## src/rtl/rv32_pkg.sv

```systemverilog
// Shared RV32I definitions: opcode constants, immediate formats and
// small opcode classification helpers used by decode and execute.
package rv32_pkg;

    localparam int DEFAULT_DATA_WIDTH     = 32;
    localparam int DEFAULT_OPCODE_WIDTH   = 7;
    localparam int DEFAULT_REG_ADDR_WIDTH = 5;

    localparam logic [6:0] LUI    = 7'b0110111;
    localparam logic [6:0] AUIPC  = 7'b0010111;
    localparam logic [6:0] JAL    = 7'b1101111;
    localparam logic [6:0] JALR   = 7'b1100111;
    localparam logic [6:0] BRANCH = 7'b1100011;
    localparam logic [6:0] LOAD   = 7'b0000011;
    localparam logic [6:0] STORE  = 7'b0100011;
    localparam logic [6:0] OP_IMM = 7'b0010011;
    localparam logic [6:0] OP     = 7'b0110011;

    typedef enum logic [2:0] {
        IMM_NONE,
        IMM_I,
        IMM_S,
        IMM_B,
        IMM_U,
        IMM_J
    } imm_type_e;

    // Unsupported opcodes (and plain OP) carry no immediate.
    function automatic imm_type_e imm_type_of(input logic [6:0] opc);
        imm_type_e t;
        case (opc)
            OP_IMM, LOAD, JALR: t = IMM_I;
            STORE:              t = IMM_S;
            BRANCH:             t = IMM_B;
            LUI, AUIPC:         t = IMM_U;
            JAL:                t = IMM_J;
            default:            t = IMM_NONE;
        endcase
        return t;
    endfunction

    function automatic logic opcode_legal(input logic [6:0] opc);
        logic ok;
        case (opc)
            LUI, AUIPC, JAL, JALR, BRANCH, LOAD, STORE, OP_IMM, OP: ok = 1'b1;
            default:                                                ok = 1'b0;
        endcase
        return ok;
    endfunction

    function automatic logic opcode_has_rs2(input logic [6:0] opc);
        return (opc == BRANCH) || (opc == STORE) || (opc == OP);
    endfunction

endpackage

```

## src/rtl/reg_file.sv

```systemverilog
// Integer register file: two asynchronous read ports, one synchronous
// write port, x0 hardwired to zero, cleared by reset.
module reg_file
    import rv32_pkg::*;
#(
    parameter int DATA_WIDTH     = DEFAULT_DATA_WIDTH,
    parameter int REG_ADDR_WIDTH = DEFAULT_REG_ADDR_WIDTH
) (
    input  logic                      clk,
    input  logic                      rst_n,
    input  logic                      wr_en,
    input  logic [REG_ADDR_WIDTH-1:0] wr_addr,
    input  logic [DATA_WIDTH-1:0]     wr_data,
    input  logic [REG_ADDR_WIDTH-1:0] rd_addr1,
    output logic [DATA_WIDTH-1:0]     rd_data1,
    input  logic [REG_ADDR_WIDTH-1:0] rd_addr2,
    output logic [DATA_WIDTH-1:0]     rd_data2
);

    localparam int NUM_REGS = 2 ** REG_ADDR_WIDTH;

    logic [DATA_WIDTH-1:0] regs [NUM_REGS];

    // Write port; index 0 is never written so it stays zero.
    always_ff @(posedge clk or negedge rst_n) begin
        if (!rst_n) begin
            for (int i = 0; i < NUM_REGS; i++) begin
                regs[i] <= '0;
            end
        end else if (wr_en && (wr_addr != '0)) begin
            regs[wr_addr] <= wr_data;
        end
    end

    // Read ports with explicit x0 forcing.
    always_comb begin
        rd_data1 = (rd_addr1 == '0) ? '0 : regs[rd_addr1];
        rd_data2 = (rd_addr2 == '0) ? '0 : regs[rd_addr2];
    end

endmodule

```

## src/rtl/decode_stage.sv

```systemverilog
// RV32I decode stage with the ID/EX pipeline register. Accepts beats from
// IF, reads operands (with writeback bypass), builds the immediate and
// holds a registered bundle for EX under a valid/ready handshake.
module decode_stage
    import rv32_pkg::*;
#(
    parameter int DATA_WIDTH     = DEFAULT_DATA_WIDTH,
    parameter int OPCODE_WIDTH   = DEFAULT_OPCODE_WIDTH,
    parameter int REG_ADDR_WIDTH = DEFAULT_REG_ADDR_WIDTH
) (
    input  logic                      clk,
    input  logic                      rst_n,
    input  logic                      if_valid,
    output logic                      if_ready,
    input  logic [DATA_WIDTH-1:0]     if_pc,
    input  logic [31:0]               if_instr,
    input  logic                      flush,
    output logic                      ex_valid,
    input  logic                      ex_ready,
    output logic [DATA_WIDTH-1:0]     pc_out,
    output logic [DATA_WIDTH-1:0]     rs1_out,
    output logic [DATA_WIDTH-1:0]     rs2_out,
    output logic [DATA_WIDTH-1:0]     imm_out,
    output logic [OPCODE_WIDTH-1:0]   opcode,
    output logic [2:0]                funct3,
    output logic [6:0]                funct7,
    output logic [REG_ADDR_WIDTH-1:0] rd_out,
    output logic                      illegal,
    input  logic                      wb_en,
    input  logic [REG_ADDR_WIDTH-1:0] wb_rd,
    input  logic [DATA_WIDTH-1:0]     wb_data
);

    logic [6:0]                opc;
    logic [2:0]                f3;
    logic [REG_ADDR_WIDTH-1:0] rs1_idx;
    logic [REG_ADDR_WIDTH-1:0] rs2_idx;
    logic [REG_ADDR_WIDTH-1:0] rd_idx;
    imm_type_e                 imm_type;
    logic [31:0]               imm32;
    logic [6:0]                f7_clean;
    logic [DATA_WIDTH-1:0]     rf_rd1;
    logic [DATA_WIDTH-1:0]     rf_rd2;
    logic [DATA_WIDTH-1:0]     rs1_val;
    logic [DATA_WIDTH-1:0]     rs2_val;
    logic                      wb_write;
    logic                      accept;

    // Indices of the operands captured with the held bundle, for refresh.
    logic [REG_ADDR_WIDTH-1:0] held_rs1_idx;
    logic [REG_ADDR_WIDTH-1:0] held_rs2_idx;

    assign opc      = if_instr[6:0];
    assign f3       = if_instr[14:12];
    assign rs1_idx  = REG_ADDR_WIDTH'(if_instr[19:15]);
    // Opcodes without rs2 read x0, which makes RS2_OUT zero for free and
    // keeps a held bundle from ever being refreshed on rs2.
    assign rs2_idx  = opcode_has_rs2(opc) ? REG_ADDR_WIDTH'(if_instr[24:20]) : '0;
    assign rd_idx   = REG_ADDR_WIDTH'(if_instr[11:7]);
    assign imm_type = imm_type_of(opc);

    assign wb_write = wb_en && (wb_rd != '0);
    assign if_ready = !ex_valid || ex_ready;
    assign accept   = if_valid && if_ready && !flush;

    reg_file #(
        .DATA_WIDTH     (DATA_WIDTH),
        .REG_ADDR_WIDTH (REG_ADDR_WIDTH)
    ) u_reg_file (
        .clk      (clk),
        .rst_n    (rst_n),
        .wr_en    (wb_en),
        .wr_addr  (wb_rd),
        .wr_data  (wb_data),
        .rd_addr1 (rs1_idx),
        .rd_data1 (rf_rd1),
        .rd_addr2 (rs2_idx),
        .rd_data2 (rf_rd2)
    );

    // Immediate assembly for each instruction format.
    always_comb begin
        imm32 = '0;
        case (imm_type)
            IMM_I: imm32 = {{20{if_instr[31]}}, if_instr[31:20]};
            IMM_S: imm32 = {{20{if_instr[31]}}, if_instr[31:25], if_instr[11:7]};
            IMM_B: imm32 = {{19{if_instr[31]}}, if_instr[31], if_instr[7],
                            if_instr[30:25], if_instr[11:8], 1'b0};
            IMM_U: imm32 = {if_instr[31:12], 12'b0};
            IMM_J: imm32 = {{11{if_instr[31]}}, if_instr[31], if_instr[19:12],
                            if_instr[20], if_instr[30:21], 1'b0};
            default: imm32 = '0;
        endcase
    end

    // funct7 only passes through where it really selects an ALU variant, so
    // an I-type immediate with bit30 set cannot look like SUB/SRA downstream.
    always_comb begin
        f7_clean = 7'd0;
        if ((opc == OP) || ((opc == OP_IMM) && ((f3 == 3'b001) || (f3 == 3'b101)))) begin
            f7_clean = if_instr[31:25];
        end
    end

    // Operand capture with same-cycle writeback bypass.
    always_comb begin
        rs1_val = rf_rd1;
        rs2_val = rf_rd2;
        if (wb_write && (wb_rd == rs1_idx)) rs1_val = wb_data;
        if (wb_write && (wb_rd == rs2_idx)) rs2_val = wb_data;
    end

    // ID/EX register: flush wins, then accept, then drain, else hold with refresh.
    always_ff @(posedge clk or negedge rst_n) begin
        if (!rst_n) begin
            ex_valid     <= 1'b0;
            pc_out       <= '0;
            rs1_out      <= '0;
            rs2_out      <= '0;
            imm_out      <= '0;
            opcode       <= '0;
            funct3       <= '0;
            funct7       <= '0;
            rd_out       <= '0;
            illegal      <= 1'b0;
            held_rs1_idx <= '0;
            held_rs2_idx <= '0;
        end else if (flush) begin
            ex_valid <= 1'b0;
        end else if (accept) begin
            ex_valid     <= 1'b1;
            pc_out       <= if_pc;
            rs1_out      <= rs1_val;
            rs2_out      <= rs2_val;
            imm_out      <= DATA_WIDTH'($signed(imm32));
            opcode       <= OPCODE_WIDTH'(opc);
            funct3       <= f3;
            funct7       <= f7_clean;
            rd_out       <= rd_idx;
            illegal      <= !opcode_legal(opc);
            held_rs1_idx <= rs1_idx;
            held_rs2_idx <= rs2_idx;
        end else if (ex_ready) begin
            ex_valid <= 1'b0;
        end else if (ex_valid && wb_write) begin
            if (wb_rd == held_rs1_idx) rs1_out <= wb_data;
            if (wb_rd == held_rs2_idx) rs2_out <= wb_data;
        end
    end

endmodule

```

## config.mk

```make
export PLATFORM = sky130hd
export DESIGN_NAME = decode_stage
export DESIGN_NICKNAME = d
export VERILOG_FILES = /design/src/rtl/rv32_pkg.sv /design/src/rtl/reg_file.sv /design/src/rtl/decode_stage.sv
export SDC_FILE = /design/constraint.sdc
export NUM_CORES = 2
export LEC_CHECK = 0
export ABC_AREA = 0
export CAP_MARGIN = 20
export CORE_UTILIZATION = 62
export DETAILED_ROUTE_END_ITERATION = 8
export HOLD_SLACK_MARGIN = 0.05
export PLACE_DENSITY_LB_ADDON = 0.12
export SLEW_MARGIN = 30
export SYNTH_ARGS = -nofsm -noshare
export SYNTH_HDL_FRONTEND = slang
export SYNTH_HIERARCHICAL = 1
export SYNTH_SLANG_ARGS = --single-unit
export TNS_END_PERCENT = 10
```

## constraint.sdc

```tcl
create_clock -name clk -period 2.3 [get_ports clk]
set_clock_uncertainty 0.2 [all_clocks]
set_input_delay 0.46 -clock clk [delete_from_list [all_inputs] [get_ports clk]]
set_output_delay 0.46 -clock clk [all_outputs]
set_load 0.02 [all_outputs]
```

==> summary.txt <==
Logic synthesis
  • Number of synthesized flops with an enable pin: 0
  • Synthesized area: roughly 62000 um2
  • Syn_nets: ~4400
  • Sequential cell area fraction in the yosys report: a little under half
  • Post-synth top area share: between 40 and 50%
  • Most used DFF post-synth: dfrtp_1
  • Post-synthesis cell count: roughly 4300
  • Largest cells by area after synthesis: dfrtp_1 48%, mux2_2 19%, mux4_2 17%
  • Most common cell in the netlist: dfrtp_1
  • Syn_area_per_cell: about 14 um2
  • Yosys reg bits: 1186
  • Post-synth top area cell: dfrtp_1
  • Unique masters post-synth: 77
  • Asr flop ratio synth: between 90% and 100%
  • Top cells by instance count after synthesis: 1186 x dfrtp_1, 1024 x mux2_2, 455 x mux4_2
  • Total of warnings raised by yosys: 6

Worst setup path
  • Buf+Inv Stages, Crit Path: 4
  • Slowest CP cell: mux4_2
  • Worst Path Required: between 2000 and 3000 ps
  • Critical Path Max Stage Delay: between 500 and 600 ps
  • CP top delay family: multiplexers
  • CP Capture Type: flop
  • CP arrival: approximately 3100 ps
  • CP Max Fanout: 14
  • Crit Path Category: primary input to flop
  • Worst-path cell chain: buf_6, and4bb_4, buf_6, and3_4, buf_12, buf_12, mux4_2, mux4_2, o22ai_2, nor3_2, o211ai_1, o211ai_2
  • Reg2reg path depth: 7
  • Worst path depth: 12
  • Startpoint Class: primary input

STA
  • Slew Viols, Final: 0
  • Final Hold Slack: between 70 and 80 ps
  • Fmax: 378 MHz
  • RSZ-0062 raised after global routing: yes
  • Final Worst Setup Slack: -346 ps
  • Final worst path period share: 115%
  • Final hold vios: 0
  • Final min period: roughly 2600 ps
  • Setup TNS: -10130 ps
  • Slew of the pin with the lowest slew margin: between 900 and 1000 ps
  • Final setup viols: 62
  • Max-slew headroom: between 30 and 40%

Placement
  • Placed cells: roughly 6100
  • GPL Wtd Cong: 0.925
  • PortBufs: around 260
  • Pre-CTS setup slack: -1630 ps
  • HPWL after DPL: roughly 140 mm

Power and ir drop
  • Power per cell area: ~790 nW/um2
  • Total power draw: between 60 and 70 mW
  • Peak supply drop: 0.000623 V
  • Leak: 34.9 nW

GRT
  • Total grt overflow: 0
  • Initial antenna violation count: 3
  • First-pass GRT wire length: roughly 320 mm
  • Vias in the first global route: roughly 48000
  • GRT Resource Usage Total: between 40% and 50%
  • Largest net degree at the start of global routing: 96

Run status
  • Failing checks: setup timing
  • Status: complete, but fails checks

Drt
  • Number of remaining DRC errors: 0
  • 1st-iter DRT viols: 5581
  • Vias: 46248
  • Pre-Repair DR Iteration Count: 5
  • Drt wl/cell: ~33 um
  • Antenna viol nets, final: 0
  • Final WL: approximately 220 mm
  • Post-DR vias/cell: 7.18

Clock network
  • # H-tree levels: 4
  • Root Driver: clkbuf_16
  • Clock-pin slew on the worst setup and hold paths: 60 ps
  • TritonCTS clock tree: done
  • Number of CTS-inserted buffers: between 100 and 150
  • Worst skew pair latency: 750 ps
  • Maximum clock path buffer count: 3
  • CTS Sinks: 1186

Layout
  • # nets final: 5173
  • Fin cells: ~6400
  • Layout Area Growth over Synthesis: 26.2%
  • Share of cells above drive strength 1: 52.1%

Die
  • Row count: between 100 and 150
  • DIE WIDTH: around 320 um
  • Starting Density: 62.9%
  • IO Count: between 200 and 300
  • Die ar.: around 100000 um2
  • Placeable Area: ~99000 um2
  • Die Y: 318 um

Flow run
  • Total of max-cap violations: 0

Hold path
  • Hold Crit Class: primary input to asynchronous set/reset pin
[repair_timing]
| action | in CTS | in global routing |
|---|---|---|
| buffers inserted | 30 | 9 |
| pin swaps | 58 | 33 |
| hold endpoints to repair | 498 | 1 |
| hold buffers | 23 | 1 |
| cloned | 7 | 6 |
| gates resized for setup | 313 | 38 |
| endpoints found under the setup margin | 212 | 88 |
[where the power goes]
| group | internal (mW) | total [mW] | switching (mW) |
|---|---|---|---|
| logic | 7.26 | 12.1 | 4.86 |
| registers | 24.6 | 27.6 | 3.01 |
| clock network | 13.1 | 21.8 | 8.69 |
| total | 45.0 | 61.5 | 16.6 |
[cells by family after synthesis]
kind of cell | count (synthesis) | synth area share (%)
multiplexers | 1687 | 38.8
flip-flops | 1186 | 47.8
buffers and inverters | 496 | 3.87
AO/OA/AOI/OAI | 483 | 5.91
AND/OR/NAND/NOR | 458 | 3.36
XOR/XNOR | 15 | 0.212
[area by class of cell]
cell class                      instances  area, um2
Multi-Input combinational cell       2643      30600
Sequential cell                      1186      29700
Fill cell                            5639      20400
Timing Repair Buffer                 1096      12000
Clock buffer                          184       3870
Tap cell                             1287       1610
Clock inverter                         36        548
Inverter                                8       32.5
Antenna cell                            1       2.50
[routing by layer]
| layer | vias up | global-route usage (%) | wire [um] |
|---|---|---|---|
| met2 | 3304 | 63.1 | 96500 |
| li1 | 18056 | - | - |
| met1 | 23932 | 57.2 | 79300 |
| met5 | - | 0 | 35 |
| met3 | 950 | 11.8 | 24800 |
| met4 | 6 | 26.4 | 14900 |
[flip-flops by register name (all words and copies together), names as in the netlist]
signal           cells
funct7               7
rs2_out             32
held_rs1_idx         5
opcode               7
ex_valid             1
rd_out               5
funct3               3
pc_out              32
held_rs2_idx         5
illegal              1
rs1_out             32
imm_out             32
u_reg_file/regs   1024
[final timing paths]
path	startpoint	endpoint	slack (ps)
max reg2reg	u_reg_file/regs[527]	rs1_out[15]	-140
min in group clk	if_pc[29]	pc_out[29]	70
min	rst_n	funct7[2]	70
max in group asynchronous	rst_n	u_reg_file/regs[368]	860
min reg2reg	u_reg_file/regs[1006]	u_reg_file/regs[1006]	200
max	if_instr[2]	rs2_out[9]	-350
[worst register-to-register path, cell delays in order, from the launching register on]
cell and delay, ps:
dfrtp_1 390, mux4_2 460, a22o_1 260, a2111oi_2 500, nor3_1 130, buf_4 170
mux2i_1 120, o21ai_1 80
[cell usage in the layout (no fill, tap or decap), types with 32 or more instances in the layout]
cell type,instances
a211oi_1,33
o211ai_1,37
dlygate4sd2_1,151
o21ai_1,37
nand2_1,265
a22oi_1,50
nor3_1,46
a21oi_1,32
clkbuf_16,142
mux2_2,1024
a22o_1,65
o22ai_1,56
mux2i_1,187
buf_12,216
mux4_2,465
buf_4,551
dfrtp_1,1183
clkdlybuf4s50_1,92
[metrics by stage]
| stage | area [um2] | util [%] |
|---|---|---|
| 2_1_floorplan | 62100 | - |
| 3_3_place_gp | 72500 | 73.5 |
| 3_5_place_dp | 72500 | 73.5 |
| 4_1_cts | 77900 | 79.0 |
| 5_1_grt | 78300 | 79.4 |
| 6_report | 78300 | 79.4 |
Note: power is estimated with default switching activity, not from simulation.
